==> src/rtl/product_accumulator.sv <==
// Sums a run of multiplier products into a wide accumulator. A per-term
// timeout counts a missing product as zero. Overflow is sticky for the current run.
//
// state | meaning
// IDLE  | waiting for go
// REQ   | mul_start high, waiting for prod_ready or timeout
// GAP   | term consumed, waiting for prod_ready to drop
// DONE  | sum_out final, sum_valid high until sum_ack
module product_accumulator #(
    parameter int DATA_WIDTH = 32,
    parameter int ACC_WIDTH  = 2*DATA_WIDTH+8,
    parameter int TIMEOUT    = 16
) (
    input  logic                    clk,
    input  logic                    reset,
    input  logic                    go,
    input  logic [7:0]              count_len,
    input  logic [2*DATA_WIDTH-1:0] prod_in,
    input  logic                    prod_ready,
    output logic                    mul_start,
    output logic                    op_next,
    output logic [ACC_WIDTH-1:0]    sum_out,
    output logic                    sum_valid,
    input  logic                    sum_ack,
    output logic                    busy,
    output logic                    overflow
);
    localparam int TW = (TIMEOUT > 1) ? $clog2(TIMEOUT) : 1;
    localparam int SW = ACC_WIDTH + 1;

    typedef enum logic [1:0] {IDLE, REQ, GAP, DONE} state_t;

    state_t                state;
    logic [ACC_WIDTH-1:0]  acc;
    logic [7:0]            remaining;
    logic [TW-1:0]         timer;
    logic [SW-1:0]         sum_ext;

    // Top bit of sum_ext is the carry out of the accumulator.
    assign sum_ext   = {1'b0, acc} + SW'(prod_in);

    assign sum_out   = acc;
    assign busy      = (state != IDLE);
    assign mul_start = (state == REQ);
    assign sum_valid = (state == DONE);

    always_ff @(posedge clk or negedge reset) begin
        if (!reset) begin
            state     <= IDLE;
            acc       <= '0;
            remaining <= '0;
            timer     <= '0;
            op_next   <= 1'b0;
            overflow  <= 1'b0;
        end else begin
            op_next <= 1'b0;
            case (state)
                IDLE: begin
                    if (go) begin
                        acc       <= '0;
                        overflow  <= 1'b0;
                        timer     <= '0;
                        remaining <= count_len;
                        state     <= (count_len == 8'd0) ? DONE : REQ;
                    end
                end
                REQ: begin
                    if (prod_ready) begin
                        acc       <= sum_ext[ACC_WIDTH-1:0];
                        overflow  <= overflow | sum_ext[ACC_WIDTH];
                        op_next   <= 1'b1;
                        remaining <= remaining - 8'd1;
                        state     <= GAP;
                    end else if (timer == TW'(TIMEOUT-1)) begin
                        op_next   <= 1'b1;
                        remaining <= remaining - 8'd1;
                        state     <= GAP;
                    end else begin
                        timer <= timer + TW'(1);
                    end
                end
                GAP: begin
                    // A product held high must drop before the next term can be taken.
                    if (!prod_ready) begin
                        if (remaining == 8'd0) begin
                            state <= DONE;
                        end else begin
                            timer <= '0;
                            state <= REQ;
                        end
                    end
                end
                DONE: begin
                    if (sum_ack) state <= IDLE;
                end
                default: state <= IDLE;
            endcase
        end
    end
endmodule

==> config.mk <==
export PLATFORM = sky130hd
export DESIGN_NAME = product_accumulator
export DESIGN_NICKNAME = d
export VERILOG_FILES = /design/src/rtl/product_accumulator.sv
export SDC_FILE = /design/constraint.sdc
export NUM_CORES = 1
export LEC_CHECK = 0
export CORE_MARGIN = 2
export CORE_UTILIZATION = 30
export CTS_CLUSTER_DIAMETER = 80
export DETAILED_ROUTE_END_ITERATION = 8
export GPL_ROUTABILITY_DRIVEN = 0
export MAX_ROUTING_LAYER = met4
export PLACE_DENSITY = 0.51
export SLEW_MARGIN = 20
export SYNTH_ARGS = -nofsm -noshare
export SYNTH_HDL_FRONTEND = slang
export SYNTH_SLANG_ARGS = --single-unit
==> constraint.sdc <==
create_clock -name clk -period 7.6 [get_ports clk]
set_input_delay 0.76 -clock clk [delete_from_list [all_inputs] [get_ports clk]]
set_output_delay 0.76 -clock clk [all_outputs]
set_load 0.01 [all_outputs]
==> impl_summary.log <==
INFO  metric outcome = finished clean
INFO  metric clk-insertion-delay-late = 0.35 ns
INFO  metric syn_area = 7530 um2
INFO  metric worstMarginPinSlew = a little under 1 ns
INFO  metric sequential_cell_area = approximately 2200 um2
INFO  metric timing.final.crit_share = 0.493
INFO  metric yosys_warnings = 0
INFO  metric synth-edff-count = 0
INFO  metric post_cts_gate_resize_count = 0
INFO  metric cts_setup_buffers = 0
INFO  metric die_area = between 20,000 and 30,000 um2
INFO  metric crit_chain = clkdlybuf4s50_1, ha_1, fa_1, a21oi_1, nand4b_1, a211o_1, a211oi_2, a211oi_2, nor4_4, o21a_1, o2111ai_1, mux2i_1
INFO  metric grt_pass1_wl = between 30,000 and 40,000 um
INFO  metric post_cts_hold_buffer_count = 0
INFO  metric floorplan.initialDensity = 0.308
INFO  metric timing.final.max_slew_violations = 0
INFO  metric placementRows = 57
INFO  metric num_vias = a little over 7,000
INFO  metric top_count_cell_post_synth = sky130_fd_sc_hd__nand2_1
INFO  metric clock_power_share = 0.148
INFO  metric cp-start-kind = primary input
INFO  metric floorplan.io_pins = 154
INFO  metric power.share.switching = 0.463
INFO  metric post_route_cells_drive_above_1_share = 0.0414
INFO  metric crit_path_start = prod_in[0]
INFO  metric timing.critical_path.to = sum_out[66]
INFO  metric critical_path.slowest_cell = sky130_fd_sc_hd__a211oi_2
INFO  metric areaGrowthSynthToFinish = 28.2%
INFO  metric die_w = between 150 and 200 um
INFO  metric syn-mean-instance-area = around 8.1 um2
INFO  metric synth.area.top_cells = sky130_fd_sc_hd__dfrtp_1 (29%), sky130_fd_sc_hd__ha_1 (11%), sky130_fd_sc_hd__o21ai_0 (7.0%)
INFO  metric post_drt_via_cell_ratio = approximately 5.2
INFO  metric cts-root-buf = sky130_fd_sc_hd__clkbuf_16
INFO  metric core_area = 24,500 um2
INFO  metric share_seq_of_total_power = 0.230
INFO  metric drtIter0Drc = between 300 and 400
INFO  metric worstRegToRegCells = 10
INFO  metric report.power.total = 3430 uW
INFO  metric max_cap_viol_count = 0
INFO  metric clk_pin_slew_worst_paths = 0.07 ns
INFO  metric synthesis.nets = approximately 1,100
INFO  metric timing.clock.skew = ~0.009 ns
INFO  metric hold_class = primary input to asynchronous set/reset pin
INFO  metric worst_setup_path_end_kind = flip-flop
INFO  metric total_power_density_per_cell_area = around 350 nW/um2
INFO  metric cp.arrival = about 4 ns
INFO  metric finalHoldWorstSlack = 0.298 ns
INFO  metric path_buf_inv = 1
INFO  metric setup_viol = 0
INFO  metric post-synth-top-area-fraction = 0.292
INFO  metric worst-path-stages = 12
INFO  metric antenna_found_initial = 2
INFO  metric grt_start_max_net_pins = 68
INFO  metric synth_cell_types = 66
INFO  metric finalCoreUtilization = 0.395
INFO  metric reg2reg_slack = between 4 and 5 ns
INFO  metric clock_sinks = between 80 and 90
INFO  metric critical_path_class = primary input to flip-flop
INFO  metric post_drt_wl_per_cell = 17.1 um
INFO  metric regToRegStartpoint = sum_out[38]
INFO  metric fin_nets = 1,201
INFO  metric synth-seq-area-share = 0.292
INFO  metric async_reset_ff_frac = 1.00
INFO  metric critPathMaxStageDelay = approximately 0.54 ns
INFO  metric io_buffers = around 150
INFO  metric rsz0062_at_grt = false
INFO  metric p_int = approximately 1800 uW
INFO  metric detail_placement_hpwl = about 18,000 um
INFO  metric critPathMaxFanout = 5
INFO  metric most_numerous_cell_on_the_critical_path = sky130_fd_sc_hd__a211oi_2
INFO  metric ys.flop_type = sky130_fd_sc_hd__dfrtp_1
INFO  metric net_sw_power = about 1600 uW
INFO  metric report.final.hold_viol_count = 0
INFO  metric clockBufferDepth = 2
INFO  metric grt.total_usage = 0.186
INFO  metric ir_drop = 0.266 mV
INFO  metric crit_required = roughly 7.9 ns
INFO  metric wl = 23,800 um
INFO  metric htree_levels = 3
INFO  metric seq_cells_post_synth = 88
INFO  metric post-route-min-period = 3.75 ns
INFO  metric cts_inserted_buffers = 9
INFO  metric power.static_leakage = ~0.0042 uW
INFO  metric grt_overflow_total = 0
INFO  metric maxSlewHeadroom = 0.344
INFO  metric cts_tree = done
INFO  metric synth.cells.most_frequent = sky130_fd_sc_hd__nand2_1 (132), sky130_fd_sc_hd__o21ai_0 (106), sky130_fd_sc_hd__dfrtp_1 (88)
INFO  metric r2r_end = sum_out[66]
INFO  metric critPathTopFamily = compound AO/OA/AOI/OAI gates
INFO  metric max_freq = about 0.27 GHz
INFO  metric drt_first_pass_iters = 5
INFO  metric multiInputGateArea = around 5000 um2
INFO  metric via_count_of_the_first_global_routing_pass = around 7,300
INFO  metric fillerInstances = between 2,000 and 3,000
INFO  metric postSynthCellCount = roughly 930
INFO  metric remaining_drc_errors = 0
INFO  metric combinationalPowerShare = 0.622
INFO  metric synth_largest_area_cell = sky130_fd_sc_hd__dfrtp_1
INFO  metric fin_setup_tns = 0 ns
INFO  metric ant_nets = 0
INFO  metric die_h = between 150 and 200 um
-- worst min path at each step --
| stage | startpoint | end | cells after the start |
|---|---|---|---|
| floorplan | reset | op_next | 0 |
| global placement | sum_out[32] | sum_out[32] | 2 |
| detailed placement | sum_out[32] | sum_out[32] | 2 |
| CTS | reset | sum_out[37] | 1 |
| global route | reset | sum_out[37] | 1 |
| finish | reset | sum_out[37] | 1 |
-- routing by layer --
metal | vias up | track usage | part of all wire
met5 | - | - | 0
li1 | 3670 | - | -
met1 | 3413 | 0.245 | 0.48
met2 | 153 | 0.296 | 0.46
met3 | 20 | 0.0377 | 0.051
met4 | 0 | 0.0402 | 0.015
-- cells in the final DEF, fill, tap and decap left out, types with 18 or more instances in the layout --
master / netlist / layout
sky130_fd_sc_hd__a21o_1: 41 / 41
sky130_fd_sc_hd__a21oi_1: 83 / 83
sky130_fd_sc_hd__clkdlybuf4s50_1: 0 / 152
sky130_fd_sc_hd__dfrtp_1: 88 / 88
sky130_fd_sc_hd__ha_1: 66 / 66
sky130_fd_sc_hd__inv_1: 19 / 19
sky130_fd_sc_hd__nand2_1: 132 / 132
sky130_fd_sc_hd__nand3_1: 18 / 18
sky130_fd_sc_hd__nand4_1: 20 / 20
sky130_fd_sc_hd__nor2_1: 59 / 58
sky130_fd_sc_hd__o21ai_0: 106 / 106
sky130_fd_sc_hd__xnor2_1: 25 / 25
sky130_fd_sc_hd__xor2_1: 30 / 30
-- power groups by stage --
stage | sequential [uW] | clock (uW) | combinational, uW
after floorplan | 813 | 0 | 1380
after global placement | 796 | 0 | 2130
after detailed placement | 795 | 0 | 2130
after CTS | 790 | 528 | 2140
after global routing | 814 | 545 | 2380
final | 789 | 508 | 2130
-- logic make-up (layout without fill, tap and decap cells) --
family / count (synthesis) / in the layout / synth area share
other: 0 / 2 / 0
xor gates and xnor gates: 55 / 55 / 0.0639
buffers and inverters: 64 / 193 / 0.0344
and+or+nand+nor: 302 / 302 / 0.189
adders and majority gates: 67 / 67 / 0.112
DFF: 88 / 88 / 0.292
AOI/OAI and AO/OA: 347 / 347 / 0.295
muxes: 10 / 10 / 0.0133
-- per-stage QoR --
stage	cells	setup slack, ns	area (um2)
after floorplan	933	4.50	7530
after global placement	1370	3.48	9320
after detailed placement	1370	3.51	9320
after CTS	1386	3.87	9650
after global routing	1388	3.63	9650
final	1388	3.85	9650
-- final cells by class --
cell class                      count  share of cell area
Multi-Input combinational cell    781               0.526
Sequential cell                    88               0.228
Timing Repair Buffer              157               0.161
Tap cell                          324              0.0420
Clock buffer                        9              0.0233
Clock inverter                      7              0.0106
Inverter                           20             0.00778
Antenna cell                        2            0.000518
-- registers in the layout, indices dropped and copies added (netlist names) --
register   flops
overflow       1
remaining      8
sum_out       72
op_next        1
state          2
timer          4
(Power assumes the default switching activity.)
